[config.mk]
export PLATFORM = sky130hd
export DESIGN_NAME = mc_control_fsm_flat
export DESIGN_NICKNAME = d
export VERILOG_FILES = /design/src/rtl/mc_ctrl_pkg.sv /design/src/rtl/mc_control_fsm_if.sv /design/src/rtl/mc_wait_counter.sv /design/src/rtl/mc_control_fsm.sv /design/src/flat_wrapper.sv
export SDC_FILE = /design/constraint.sdc
export NUM_CORES = 1
export LEC_CHECK = 0
export CORE_UTILIZATION = 50
export CTS_BUF_LIST = sky130_fd_sc_hd__clkbuf_8
export DETAILED_ROUTE_END_ITERATION = 12
export MAX_ROUTING_LAYER = met4
export PLACE_DENSITY = 0.89
export SLEW_MARGIN = 40
export SYNTH_ARGS = -nofsm -noshare
export SYNTH_HDL_FRONTEND = slang
export SYNTH_SLANG_ARGS = --single-unit
[constraint.sdc]
create_clock -name clk -period 2.9 [get_ports clk]
set_input_delay 0.58 -clock clk [delete_from_list [all_inputs] [get_ports clk]]
set_output_delay 0.58 -clock clk [all_outputs]
set_load 0.02 [all_outputs]
[src/rtl/mc_ctrl_pkg.sv]
// Shared definitions for the multicycle MIPS control unit.
// Contents: controller state enum, latched op-class enum, opcode/funct
// constants, datapath mux/ALU encodings, access-size codes, the wait-counter
// width, and a helper that classifies an opcode/funct pair.
package mc_ctrl_pkg;

    typedef enum logic [3:0] {
        ST_INIT, ST_FETCH, ST_DECODE, ST_ILLEGAL, ST_R_EXEC, ST_ADDI_EXEC,
        ST_ADDR, ST_MEM_RD, ST_MEM_WR, ST_WB, ST_BRANCH, ST_JUMP
    } state_e;

    typedef enum logic [3:0] {
        OPC_ILL, OPC_R, OPC_ADDI, OPC_LUI, OPC_LOAD, OPC_STORE,
        OPC_BEQ, OPC_BNE, OPC_J
    } op_class_e;

    localparam logic [5:0] OP_RTYPE = 6'h00, OP_ADDI = 6'h08, OP_LUI = 6'h0F;
    localparam logic [5:0] OP_LW = 6'h23, OP_LH = 6'h21, OP_LB = 6'h20;
    localparam logic [5:0] OP_SW = 6'h2B, OP_SH = 6'h29, OP_SB = 6'h28;
    localparam logic [5:0] OP_BEQ = 6'h04, OP_BNE = 6'h05, OP_J = 6'h02;
    localparam logic [5:0] FN_ADD = 6'h20, FN_SUB = 6'h22, FN_AND = 6'h24;
    localparam logic [5:0] FN_OR = 6'h25, FN_SLT = 6'h2A;

    localparam logic [2:0] ALU_NONE = 3'd0, ALU_ADD = 3'd1, ALU_SUB = 3'd2;
    localparam logic [2:0] ALU_AND = 3'd3, ALU_OR = 3'd4, ALU_SLT = 3'd7;
    localparam logic [1:0] SRCB_REGB = 2'd0, SRCB_FOUR = 2'd1, SRCB_IMM = 2'd2, SRCB_IMM_SH2 = 2'd3;
    localparam logic [1:0] PCIN_ALU = 2'd0, PCIN_ALUOUT = 2'd1, PCIN_JUMP = 2'd2;
    localparam logic [1:0] IORD_PC = 2'd0, IORD_ALUOUT = 2'd1;
    localparam logic [1:0] REGDST_RT = 2'd0, REGDST_RD = 2'd1, REGDST_SP = 2'd2;
    localparam logic [2:0] M2R_MDR = 3'd0, M2R_ALUOUT = 3'd1, M2R_LUI = 3'd2, M2R_SP_INIT = 3'd6;
    localparam logic [1:0] SZ_WORD = 2'd0, SZ_BYTE = 2'd1, SZ_HALF = 2'd2;

    localparam int CNT_W = $clog2(16);

    typedef struct packed {
        op_class_e   op_class;
        logic [2:0]  alu_op;
        logic [1:0]  size;
    } decode_t;

    // Unsupported opcodes and R-type functs both come back as OPC_ILL.
    function automatic decode_t decode_instr(input logic [5:0] opcode, input logic [5:0] funct);
        decode_t d;
        d.op_class = OPC_ILL;
        d.alu_op   = ALU_NONE;
        d.size     = SZ_WORD;
        case (opcode)
            OP_RTYPE: begin
                d.op_class = OPC_R;
                case (funct)
                    FN_ADD:  d.alu_op = ALU_ADD;
                    FN_SUB:  d.alu_op = ALU_SUB;
                    FN_AND:  d.alu_op = ALU_AND;
                    FN_OR:   d.alu_op = ALU_OR;
                    FN_SLT:  d.alu_op = ALU_SLT;
                    default: d.op_class = OPC_ILL;
                endcase
            end
            OP_ADDI: d.op_class = OPC_ADDI;
            OP_LUI:  d.op_class = OPC_LUI;
            OP_LW:   d.op_class = OPC_LOAD;
            OP_LH:   begin d.op_class = OPC_LOAD;  d.size = SZ_HALF; end
            OP_LB:   begin d.op_class = OPC_LOAD;  d.size = SZ_BYTE; end
            OP_SW:   d.op_class = OPC_STORE;
            OP_SH:   begin d.op_class = OPC_STORE; d.size = SZ_HALF; end
            OP_SB:   begin d.op_class = OPC_STORE; d.size = SZ_BYTE; end
            OP_BEQ:  d.op_class = OPC_BEQ;
            OP_BNE:  d.op_class = OPC_BNE;
            OP_J:    d.op_class = OPC_J;
            default: ;
        endcase
        return d;
    endfunction

endpackage

[src/rtl/mc_control_fsm_if.sv]
// Controller <-> datapath bundle.
// master: the control unit (drives enables/selects, reads opcode, funct, alu_zero).
// slave : the datapath (drives instruction fields and the ALU zero flag).
interface mc_control_fsm_if;
    logic [5:0] opcode;
    logic [5:0] funct;
    logic       alu_zero;
    logic       pc_load, mem_write, ins_load, mdr_load;
    logic       regA_load, regB_load, aluout_load, reg_write;
    logic       mux_alusrcA;
    logic [1:0] mux_alusrcB, mux_pcin, mux_IorD, mux_regdst;
    logic [2:0] mux_mem2reg, alu_op;
    logic [1:0] adjsz_ctrl, memow_ctrl;
    logic       illegal_op;

    modport master (
        input  opcode, funct, alu_zero,
        output pc_load, mem_write, ins_load, mdr_load, regA_load, regB_load,
               aluout_load, reg_write, mux_alusrcA, mux_alusrcB, mux_pcin,
               mux_IorD, mux_regdst, mux_mem2reg, alu_op, adjsz_ctrl,
               memow_ctrl, illegal_op
    );

    modport slave (
        output opcode, funct, alu_zero,
        input  pc_load, mem_write, ins_load, mdr_load, regA_load, regB_load,
               aluout_load, reg_write, mux_alusrcA, mux_alusrcB, mux_pcin,
               mux_IorD, mux_regdst, mux_mem2reg, alu_op, adjsz_ctrl,
               memow_ctrl, illegal_op
    );
endinterface

[src/rtl/mc_wait_counter.sv]
// Down-counter used for both memory wait states and store hold time.
// Ports: clk, rst (async, active-high), load_i/load_val_i (reload, wins over
// counting), en_i (count down, saturating at 0), done_o (count is 0).
module mc_wait_counter #(
    parameter int            W       = 4,
    parameter logic [W-1:0]  RST_VAL = '0
) (
    input  logic         clk,
    input  logic         rst,
    input  logic         load_i,
    input  logic [W-1:0] load_val_i,
    input  logic         en_i,
    output logic         done_o
);
    logic [W-1:0] cnt_q, cnt_d;

    always_comb begin
        cnt_d = cnt_q;
        if (load_i) begin
            cnt_d = load_val_i;
        end else if (en_i && (cnt_q != '0)) begin
            cnt_d = cnt_q - 1'b1;
        end
    end

    always_ff @(posedge clk or posedge rst) begin
        if (rst) begin
            cnt_q <= RST_VAL;
        end else begin
            cnt_q <= cnt_d;
        end
    end

    assign done_o = (cnt_q == '0);
endmodule

[src/rtl/mc_control_fsm.sv]
// Multicycle MIPS control unit (Moore FSM).
// Ports: clk, rst (async, active-high), bus (mc_control_fsm_if.master) carrying
// opcode/funct/alu_zero in and all datapath enables and mux selects out.
// Parameters: MEM_WAIT memory wait states (0..15), WR_HOLD store strobe length
// (1..15), SP_INIT_EN one-shot stack-pointer init after reset.
module mc_control_fsm
    import mc_ctrl_pkg::*;
#(
    parameter int MEM_WAIT   = 2,
    parameter int WR_HOLD    = 3,
    parameter bit SP_INIT_EN = 1'b1
) (
    input  logic             clk,
    input  logic             rst,
    mc_control_fsm_if.master bus
);
    localparam logic [CNT_W-1:0] MEM_WAIT_C   = CNT_W'(MEM_WAIT);
    localparam logic [CNT_W-1:0] WR_HOLD_LAST = CNT_W'(WR_HOLD - 1);
    localparam state_e           RST_STATE    = SP_INIT_EN ? ST_INIT : ST_FETCH;
    // Without the INIT cycle the first fetch begins straight out of reset,
    // so its wait count has to be preloaded.
    localparam logic [CNT_W-1:0] RST_CNT      = SP_INIT_EN ? '0 : MEM_WAIT_C;

    state_e           state_q, state_d;
    op_class_e        op_class_q, op_class_d;
    logic [2:0]       alu_fn_q, alu_fn_d;
    logic [1:0]       size_q, size_d;
    decode_t          dec;
    logic             cnt_load;
    logic [CNT_W-1:0] cnt_load_val;
    logic             cnt_done;

    mc_wait_counter #(.W(CNT_W), .RST_VAL(RST_CNT)) u_wait (
        .clk        (clk),
        .rst        (rst),
        .load_i     (cnt_load),
        .load_val_i (cnt_load_val),
        .en_i       (1'b1),
        .done_o     (cnt_done)
    );

    always_ff @(posedge clk or posedge rst) begin
        if (rst) begin
            state_q    <= RST_STATE;
            op_class_q <= OPC_ILL;
            alu_fn_q   <= ALU_NONE;
            size_q     <= SZ_WORD;
        end else begin
            state_q    <= state_d;
            op_class_q <= op_class_d;
            alu_fn_q   <= alu_fn_d;
            size_q     <= size_d;
        end
    end

    always_comb begin
        state_d          = state_q;
        op_class_d       = op_class_q;
        alu_fn_d         = alu_fn_q;
        size_d           = size_q;
        dec              = decode_instr(bus.opcode, bus.funct);
        bus.pc_load      = 1'b0;
        bus.mem_write    = 1'b0;
        bus.ins_load     = 1'b0;
        bus.mdr_load     = 1'b0;
        bus.regA_load    = 1'b0;
        bus.regB_load    = 1'b0;
        bus.aluout_load  = 1'b0;
        bus.reg_write    = 1'b0;
        bus.mux_alusrcA  = 1'b0;
        bus.mux_alusrcB  = SRCB_REGB;
        bus.mux_pcin     = PCIN_ALU;
        bus.mux_IorD     = IORD_PC;
        bus.mux_regdst   = REGDST_RT;
        bus.mux_mem2reg  = M2R_MDR;
        bus.alu_op       = ALU_NONE;
        bus.adjsz_ctrl   = SZ_WORD;
        bus.memow_ctrl   = SZ_WORD;
        bus.illegal_op   = 1'b0;

        case (state_q)
            ST_INIT: begin
                state_d         = ST_FETCH;
                bus.reg_write   = 1'b1;
                bus.mux_regdst  = REGDST_SP;
                bus.mux_mem2reg = M2R_SP_INIT;
            end
            ST_FETCH: begin
                bus.mux_alusrcB = SRCB_FOUR;
                bus.alu_op      = ALU_ADD;
                if (cnt_done) begin
                    state_d      = ST_DECODE;
                    bus.ins_load = 1'b1;
                    bus.pc_load  = 1'b1;
                end
            end
            ST_DECODE: begin
                op_class_d      = dec.op_class;
                alu_fn_d        = dec.alu_op;
                size_d          = dec.size;
                bus.regA_load   = 1'b1;
                bus.regB_load   = 1'b1;
                bus.aluout_load = 1'b1;
                bus.mux_alusrcB = SRCB_IMM_SH2;
                bus.alu_op      = ALU_ADD;
                case (dec.op_class)
                    OPC_R:                state_d = ST_R_EXEC;
                    OPC_ADDI:             state_d = ST_ADDI_EXEC;
                    OPC_LUI:              state_d = ST_WB;
                    OPC_LOAD, OPC_STORE:  state_d = ST_ADDR;
                    OPC_BEQ, OPC_BNE:     state_d = ST_BRANCH;
                    OPC_J:                state_d = ST_JUMP;
                    default:              state_d = ST_ILLEGAL;
                endcase
            end
            ST_ILLEGAL: begin
                state_d        = ST_FETCH;
                bus.illegal_op = 1'b1;
            end
            ST_R_EXEC, ST_ADDI_EXEC: begin
                state_d         = ST_WB;
                bus.aluout_load = 1'b1;
                bus.mux_alusrcA = 1'b1;
                bus.mux_alusrcB = (state_q == ST_R_EXEC) ? SRCB_REGB : SRCB_IMM;
                bus.alu_op      = (state_q == ST_R_EXEC) ? alu_fn_q : ALU_ADD;
            end
            ST_ADDR: begin
                state_d         = (op_class_q == OPC_LOAD) ? ST_MEM_RD : ST_MEM_WR;
                bus.aluout_load = 1'b1;
                bus.mux_alusrcA = 1'b1;
                bus.mux_alusrcB = SRCB_IMM;
                bus.alu_op      = ALU_ADD;
            end
            ST_MEM_RD: begin
                bus.mux_IorD = IORD_ALUOUT;
                if (cnt_done) begin
                    state_d      = ST_WB;
                    bus.mdr_load = 1'b1;
                end
            end
            ST_MEM_WR: begin
                bus.mux_IorD   = IORD_ALUOUT;
                bus.memow_ctrl = size_q;
                bus.mem_write  = 1'b1;
                if (cnt_done) state_d = ST_FETCH;
            end
            ST_WB: begin
                state_d       = ST_FETCH;
                bus.reg_write = 1'b1;
                case (op_class_q)
                    OPC_R: begin
                        bus.mux_regdst  = REGDST_RD;
                        bus.mux_mem2reg = M2R_ALUOUT;
                    end
                    OPC_ADDI: bus.mux_mem2reg = M2R_ALUOUT;
                    OPC_LUI:  bus.mux_mem2reg = M2R_LUI;
                    default:  bus.adjsz_ctrl  = size_q;
                endcase
            end
            ST_BRANCH: begin
                state_d         = ST_FETCH;
                bus.mux_alusrcA = 1'b1;
                bus.alu_op      = ALU_SUB;
                bus.mux_pcin    = PCIN_ALUOUT;
                bus.pc_load     = ((op_class_q == OPC_BEQ) &&  bus.alu_zero) ||
                                  ((op_class_q == OPC_BNE) && !bus.alu_zero);
            end
            ST_JUMP: begin
                state_d      = ST_FETCH;
                bus.pc_load  = 1'b1;
                bus.mux_pcin = PCIN_JUMP;
            end
            default: state_d = ST_FETCH;
        endcase

        // Keep every strobe quiet while reset is held, even though the
        // state register already sits in INIT.
        if (rst) begin
            bus.pc_load     = 1'b0;
            bus.mem_write   = 1'b0;
            bus.ins_load    = 1'b0;
            bus.mdr_load    = 1'b0;
            bus.regA_load   = 1'b0;
            bus.regB_load   = 1'b0;
            bus.aluout_load = 1'b0;
            bus.reg_write   = 1'b0;
            bus.mux_alusrcA = 1'b0;
            bus.mux_alusrcB = SRCB_REGB;
            bus.mux_pcin    = PCIN_ALU;
            bus.mux_IorD    = IORD_PC;
            bus.mux_regdst  = REGDST_RT;
            bus.mux_mem2reg = M2R_MDR;
            bus.alu_op      = ALU_NONE;
            bus.adjsz_ctrl  = SZ_WORD;
            bus.memow_ctrl  = SZ_WORD;
            bus.illegal_op  = 1'b0;
        end

        // The wait counter is reloaded on every state change; only FETCH,
        // MEM_RD and MEM_WR ever look at it.
        cnt_load = (state_d != state_q);
        case (state_d)
            ST_FETCH, ST_MEM_RD: cnt_load_val = MEM_WAIT_C;
            ST_MEM_WR:           cnt_load_val = WR_HOLD_LAST;
            default:             cnt_load_val = '0;
        endcase
    end
endmodule

[src/flat_wrapper.sv]
// flat-port wrapper written by rule: the top's interface ports become plain ports
module mc_control_fsm_flat import mc_ctrl_pkg::*;
#(
    parameter int MEM_WAIT   = 2,
    parameter int WR_HOLD    = 3,
    parameter bit SP_INIT_EN = 1'b1
)
  (clk, rst, bus_opcode, bus_funct, bus_alu_zero, bus_pc_load, bus_mem_write, bus_ins_load, bus_mdr_load, bus_regA_load, bus_regB_load, bus_aluout_load, bus_reg_write, bus_mux_alusrcA, bus_mux_alusrcB, bus_mux_pcin, bus_mux_IorD, bus_mux_regdst, bus_mux_mem2reg, bus_alu_op, bus_adjsz_ctrl, bus_memow_ctrl, bus_illegal_op);
  mc_control_fsm_if bus_i ();
  input  logic clk;
  input  logic rst;
  input wire logic [$bits(bus_i.opcode)-1:0] bus_opcode;
  input wire logic [$bits(bus_i.funct)-1:0] bus_funct;
  input wire logic [$bits(bus_i.alu_zero)-1:0] bus_alu_zero;
  output wire logic [$bits(bus_i.pc_load)-1:0] bus_pc_load;
  output wire logic [$bits(bus_i.mem_write)-1:0] bus_mem_write;
  output wire logic [$bits(bus_i.ins_load)-1:0] bus_ins_load;
  output wire logic [$bits(bus_i.mdr_load)-1:0] bus_mdr_load;
  output wire logic [$bits(bus_i.regA_load)-1:0] bus_regA_load;
  output wire logic [$bits(bus_i.regB_load)-1:0] bus_regB_load;
  output wire logic [$bits(bus_i.aluout_load)-1:0] bus_aluout_load;
  output wire logic [$bits(bus_i.reg_write)-1:0] bus_reg_write;
  output wire logic [$bits(bus_i.mux_alusrcA)-1:0] bus_mux_alusrcA;
  output wire logic [$bits(bus_i.mux_alusrcB)-1:0] bus_mux_alusrcB;
  output wire logic [$bits(bus_i.mux_pcin)-1:0] bus_mux_pcin;
  output wire logic [$bits(bus_i.mux_IorD)-1:0] bus_mux_IorD;
  output wire logic [$bits(bus_i.mux_regdst)-1:0] bus_mux_regdst;
  output wire logic [$bits(bus_i.mux_mem2reg)-1:0] bus_mux_mem2reg;
  output wire logic [$bits(bus_i.alu_op)-1:0] bus_alu_op;
  output wire logic [$bits(bus_i.adjsz_ctrl)-1:0] bus_adjsz_ctrl;
  output wire logic [$bits(bus_i.memow_ctrl)-1:0] bus_memow_ctrl;
  output wire logic [$bits(bus_i.illegal_op)-1:0] bus_illegal_op;
  assign bus_i.opcode = bus_opcode;
  assign bus_i.funct = bus_funct;
  assign bus_i.alu_zero = bus_alu_zero;
  assign bus_pc_load = bus_i.pc_load;
  assign bus_mem_write = bus_i.mem_write;
  assign bus_ins_load = bus_i.ins_load;
  assign bus_mdr_load = bus_i.mdr_load;
  assign bus_regA_load = bus_i.regA_load;
  assign bus_regB_load = bus_i.regB_load;
  assign bus_aluout_load = bus_i.aluout_load;
  assign bus_reg_write = bus_i.reg_write;
  assign bus_mux_alusrcA = bus_i.mux_alusrcA;
  assign bus_mux_alusrcB = bus_i.mux_alusrcB;
  assign bus_mux_pcin = bus_i.mux_pcin;
  assign bus_mux_IorD = bus_i.mux_IorD;
  assign bus_mux_regdst = bus_i.mux_regdst;
  assign bus_mux_mem2reg = bus_i.mux_mem2reg;
  assign bus_alu_op = bus_i.alu_op;
  assign bus_adjsz_ctrl = bus_i.adjsz_ctrl;
  assign bus_memow_ctrl = bus_i.memow_ctrl;
  assign bus_illegal_op = bus_i.illegal_op;
  mc_control_fsm #(.MEM_WAIT(MEM_WAIT), .WR_HOLD(WR_HOLD), .SP_INIT_EN(SP_INIT_EN)) u_core (.clk(clk), .rst(rst), .bus(bus_i));
endmodule
Word-level counts from Yosys, hierarchy flattened
Memory sizes are Yosys's and may differ from the RTL's.
Index checks and enable logic that the tools add are counted.
Operators by class
  add/sub/neg operators: 1
  eq/ne operators: 37
  mux-type cells: 53
  reduce and logical (&&, ||, !) cells: 23
Operator list (count)
  $eq 6x6->1 const B: 11
  $eq 4x3->1 const B: 8
  $pmux 4 s8: 1
  $mux 4: 6
  $pmux 4 s6: 1
  $mux 1: 22
  $eq 4x4->1 const B: 5
  $mux 2: 10
  $eq 4x2->1 const B: 4
  $pmux 2 s2: 4
  $pmux 3 s5: 1
  $reduce_or 3->1: 5
  $eq 4x1->1 const B: 3
  $eq 6x3->1 const B: 2
  $eq 6x4->1 const B: 2
  $mux 3: 4
  $reduce_or 2->1: 6
  $pmux 3 s3: 1
  $logic_not 4->1: 2
  $pmux 2 s4: 1
  $reduce_or 4->1: 2
  $eq 6x2->1 const B: 1
  $logic_not 6->1: 1
  $pmux 3 s2: 1
  other kinds (9): 10
Storage, ports and cells
  flip-flop bits (word level): 17
  bits in read-only memories: 64
  input bits: 15
  logic and storage cells: 120
  memories kept: 1
Memory list
  (no name shown): words 16, bits a word 4, rd ports 1, clocked after memory_dff 0, write ports 0, line mc_control_fsm.sv:106  | case (dec.op_class)

Logic depth before layout (Yosys ltp)
An unclocked memory read counts as a cell.
  depth in word-level cells: 10
  gate-level depth with buffers: 13
  depth with buffers taken out: 13

Modules after synthesis
Synthesis repeated with hierarchy kept, for this count alone.
Unflattened totals
  cells, all modules: 206
  area, all modules: 1666.6 µm²
Modules (own cells, without submodules)
  mc_control_fsm: instances 1, cells an instance 178, area each 1405.1 µm², seq. area each 325.3 µm²
  mc_wait_counter: instances 1, cells an instance 28, area each 261.5 µm², seq. area each 100.1 µm²

Least setup slack after synthesis
OpenSTA, ideal clock, no wires.
  path kind: input to register
  start: in bus_opcode[3]
  end: reg u_core.u_wait.cnt_q[1]
  library setup time: 0.079 ns
  arrival: 2.775 ns
  data required time: 2.821 ns
  slack: 0.045 ns
  stages: 10
  path through: or3b_1 > o22a_1 > nor2_1 > a31oi_1 > o22a_1 > ha_1 > o31a_1 > or3_1 > o32a_1 > mux2i_1
Between the ends
  word-level cells in the longest chain between the ends: 9
  elaborated cells between the ends (all ways): 25
  those cells by class: 15 x eq/ne; 4 x mux; 5 x reduce/logical; 1 x memory
RTL lines
  from (decl): line flat_wrapper.sv:12  | input wire logic [$bits(bus_i.opcode)-1:0] bus_opcode;
  $eq 6x6->1: line mc_ctrl_pkg.sv:47  | case (opcode)
  $reduce_or 3->1 (no source line)
  $pmux 4 s8 *: line mc_ctrl_pkg.sv:47
  $mem_v2 16x4 *
  $pmux 4 s6 *: line mc_control_fsm.sv:81  | case (state_q)
  net u_core.state_d[1]: line mc_control_fsm.sv:24  | state_e state_q, state_d;
  $eq 4x1->1, or another cell as far along: line mc_control_fsm.sv:202  | case (state_d)
  $reduce_or 3->1 (no source line)
  $mux 2: line mc_control_fsm.sv:202
  $mux 4: line mc_wait_counter.sv:19  | if (load_i) begin
  to (signal assigned): line mc_wait_counter.sv:30  | cnt_q <= cnt_d;
  to (decl): line mc_wait_counter.sv:15  | logic [W-1:0] cnt_q, cnt_d;
The timed path passes the listed nets; every way through them passes the cells marked *.
A chain may end at the register's enable or synchronous reset.

Final worst setup path
  start: in bus_opcode[2]
  end: reg u_core.u_wait.cnt_q[1]
The elaborated chain is that of the path after synthesis.

==> flow_summary.json <==
{
  "place_congestion": 0.901,
  "critical_path_required_ns": 3.08,
  "die_w_um": 57.2,
  "worstSkewPairLatency_ns": 0.26,
  "crit_top_cell": "o22a_1",
  "power.density_nw_per_um2": 534,
  "placed_cells_incl_taps": 288,
  "grt_start_max_net_pins": 19,
  "cts_made_buffers": 3,
  "peakVddDrop_v": 0.000496,
  "cp_cell_sequence": "dlygate4sd2_1 -> or3b_4 -> o22a_1 -> nor2_1 -> a31oi_1 -> o22a_1 -> ha_2 -> o2111a_1 -> or2_2 -> o32a_1 -> mux2i_1",
  "crit_fanout": 3,
  "hpwl_um": 3250,
  "antenna_cells": 0,
  "fp.coreArea_um2": 2830,
  "fill_cells": 188,
  "p_leak_nw": 1.06,
  "io_pins": 43,
  "multi_input_area_um2": 1020,
  "hold_violations": 0,
  "synth_cells": 195,
  "clockBufferDepth": 2,
  "synthArstFlopShare": 1.00,
  "wl_per_cell_um": 13.9,
  "register_area_um2": 425,
  "syn_area_um2": 1520,
  "violations": "DRC",
  "cts_sinks": 17,
  "endpoint_kind": "flop",
  "grt_pass1_wl_um": 7070,
  "max-cap-violations": 0,
  "ys_seq_elements": 17,
  "setup_viol": 0,
  "cpPeakStageDelay_ns": 0.38,
  "clkTransAtPathRegs_ns": 0.07,
  "cts_max_level": 1,
  "layout-drive-gt1-share": 0.227,
  "period_share": 0.996,
  "numPortBuffers": 41,
  "drv_slew": 0,
  "setup.worst_path.class": "in -> reg",
  "vias": 1709,
  "cts_tree": "done",
  "finalCriticalPeriod_ns": 2.89,
  "routed_via_density": 5.79,
  "start_util": 0.538,
  "cts_hold_buf": 0,
  "fin_ws_ns": 0.0105,
  "slew_headroom": 0.581,
  "fin_skew_ns": 0.00123,
  "cp_slowest_cell": "or3b_4",
  "clock.fmax_ghz": 0.346,
  "tns_ns": 0,
  "num_rows": 19,
  "postRouteAntennaNets": 0,
  "area_delta_synth_final_pct": 46.9,
  "finalNonFillerCells": 295,
  "die_h_um": 57.2,
  "grt_pass1_vias": 1537,
  "synth-edff-count": 0,
  "ys_warn_count": 0,
  "drtPass1Iterations": 9,
  "drtIter0Drc": 80,
  "cp.arrival_ns": 3.07,
  "clock-root-buffer": "clkbuf_8",
  "rsz0062_at_grt": "yes",
  "dieArea_um2": 3270,
  "wl_um": 4110,
  "power_w": 0.00119,
  "dp_slack_ns": -0.557,
  "hp-class": "reg -> reg",
  "overflow": 0,
  "ys_types": 52,
  "antenna_found_initial": 0,
  "grt.total_usage": 0.285,
  "ys_seq_area_frac": 0.280,
  "startpoint_type": "input port",
  "ys.flop_type": "dfrtp_1",
  "status": "complete, but fails checks",
  "nets": 284,
  "syn-num-nets": 214,
  "synth.avg_cell_area_um2": 7.80,
  "drc": 5,
  "worstMarginPinSlew_ns": 0.627
}
## synth_stat cells, types with 5 or more instances
| master | number | area [um^2] |
|---|---|---|
| or3_1 | 5 | 31.3 |
| o21ai_0 | 9 | 45.0 |
| nor3_1 | 8 | 40.0 |
| inv_1 | 11 | 41.3 |
| clkbuf_1 | 7 | 26.3 |
| nor2_1 | 19 | 71.3 |
| dfrtp_1 | 17 | 425 |
| a21oi_1 | 10 | 50.1 |
| nand2_1 | 22 | 82.6 |
| or2_2 | 5 | 31.3 |
| nand2b_1 | 6 | 37.5 |
## sequential cells by signal, summed over array words and instances (netlist names)
register	cells
u_core.u_wait.cnt_q	4
u_core.alu_fn_q	3
u_core.op_class_q	4
u_core.size_q	2
u_core.state_q	4
## report_power, final
group	switching (W)	internal, W
Clock	0.0000862	0.0000956
Sequential	0.0000846	0.000292
Combinational	0.000328	0.000308
Total	0.000499	0.000695
## cell usage in the layout (no fill, tap or decap), drive strengths merged, types with 3 or more instances in the layout
| master | Yosys | final |
|---|---|---|
| buf | 5 | 36 |
| clkdlybuf4s50 | 0 | 26 |
| nand2 | 22 | 22 |
| nor2 | 20 | 20 |
| dfrtp | 17 | 17 |
| inv | 11 | 11 |
| a21oi | 10 | 10 |
| o21ai | 9 | 9 |
| dlygate4sd2 | 0 | 9 |
| nor3 | 8 | 8 |
| nand2b | 7 | 7 |
| or2 | 5 | 5 |
| or3 | 5 | 5 |
| clkbuf | 7 | 5 |
| nor3b | 4 | 4 |
| nor2b | 4 | 4 |
| a211oi | 4 | 4 |
| nand3 | 4 | 4 |
| nand3b | 4 | 4 |
| ha | 4 | 4 |
| o31ai | 3 | 3 |
| mux2i | 3 | 3 |
| and2 | 3 | 3 |
| nor4 | 3 | 3 |
| nor4b | 3 | 3 |
## critical path: cells and delay by family
| family | cells | cell delay [ns] |
|---|---|---|
| compound gates | 5 | 1.10 |
| fa+ha+maj | 1 | 0.29 |
| simple gates | 3 | 0.75 |
| mux | 1 | 0.13 |
| buf+inv | 1 | 0.21 |
## what timing repair did
item	4_1_cts	5_1_grt
pin swaps	10	7
resized for setup	19	7
buffers inserted	2	1
endpoints found under the setup margin	13	13
## kinds of logic (layout without fill, tap and decap cells)
logic type / after synthesis / after routing / share of synthesized area
buffers and inverters: 23 / 92 / 0.0658
AOI/OAI and AO/OA: 44 / 44 / 0.214
other: 1 / 1 / 0.00246
adders and majority gates: 4 / 4 / 0.0329
muxes: 3 / 3 / 0.0197
and+or+nand+nor: 99 / 99 / 0.363
DFF: 17 / 17 / 0.280
xor gates and xnor gates: 4 / 4 / 0.0230
## area by class of cell
type / instances / area share
Sequential cell: 17 / 0.190
Inverter: 11 / 0.0185
Clock buffer: 3 / 0.0185
Multi-Input combinational cell: 155 / 0.456
Clock inverter: 1 / 0.00224
Tap cell: 31 / 0.0174
Timing Repair Buffer: 77 / 0.297
## metrics by stage
stage / area (um^2) / utilization / hold slack [ns]
finish: 2230 / 0.790 / 0.514
global route: 2230 / 0.790 / 0.548
CTS: 2220 / 0.786 / 0.515
detailed placement: 2160 / 0.763 / 0.497
global placement: 2160 / 0.763 / 0.464
floorplan: 1520 / - / 0.440
## routing by layer
layer  share of wire  track usage  wire, um
met5               0            -         0
met4           0.025        0.111       103
met3           0.053       0.0385       216
met2            0.49        0.471      2020
met1            0.43        0.354      1770
## worst paths after layout
path                       cells after the start                                 end  slack (ns)                                from
max in group asynchronous                      3    u_core.op_class_q[2]$_DFFE_PP0P_        1.96                                 rst
hold reg to reg                                2      u_core.alu_fn_q[2]$_DFFE_PP0P_        0.51      u_core.alu_fn_q[2]$_DFFE_PP0P_
hold / removal                                 2      u_core.alu_fn_q[2]$_DFFE_PP0P_        0.51      u_core.alu_fn_q[2]$_DFFE_PP0P_
setup / recovery                              11  u_core.u_wait.cnt_q[1]$_DFFE_PP0P_        0.01                       bus_opcode[2]
min in group asynchronous                      3         u_core.state_q[0]$_DFF_PP0_        0.74                                 rst
setup reg to reg                               9  u_core.u_wait.cnt_q[1]$_DFFE_PP0P_        0.35  u_core.u_wait.cnt_q[0]$_DFFE_PP0P_
No activity file was read; power rests on OpenSTA's default activity.
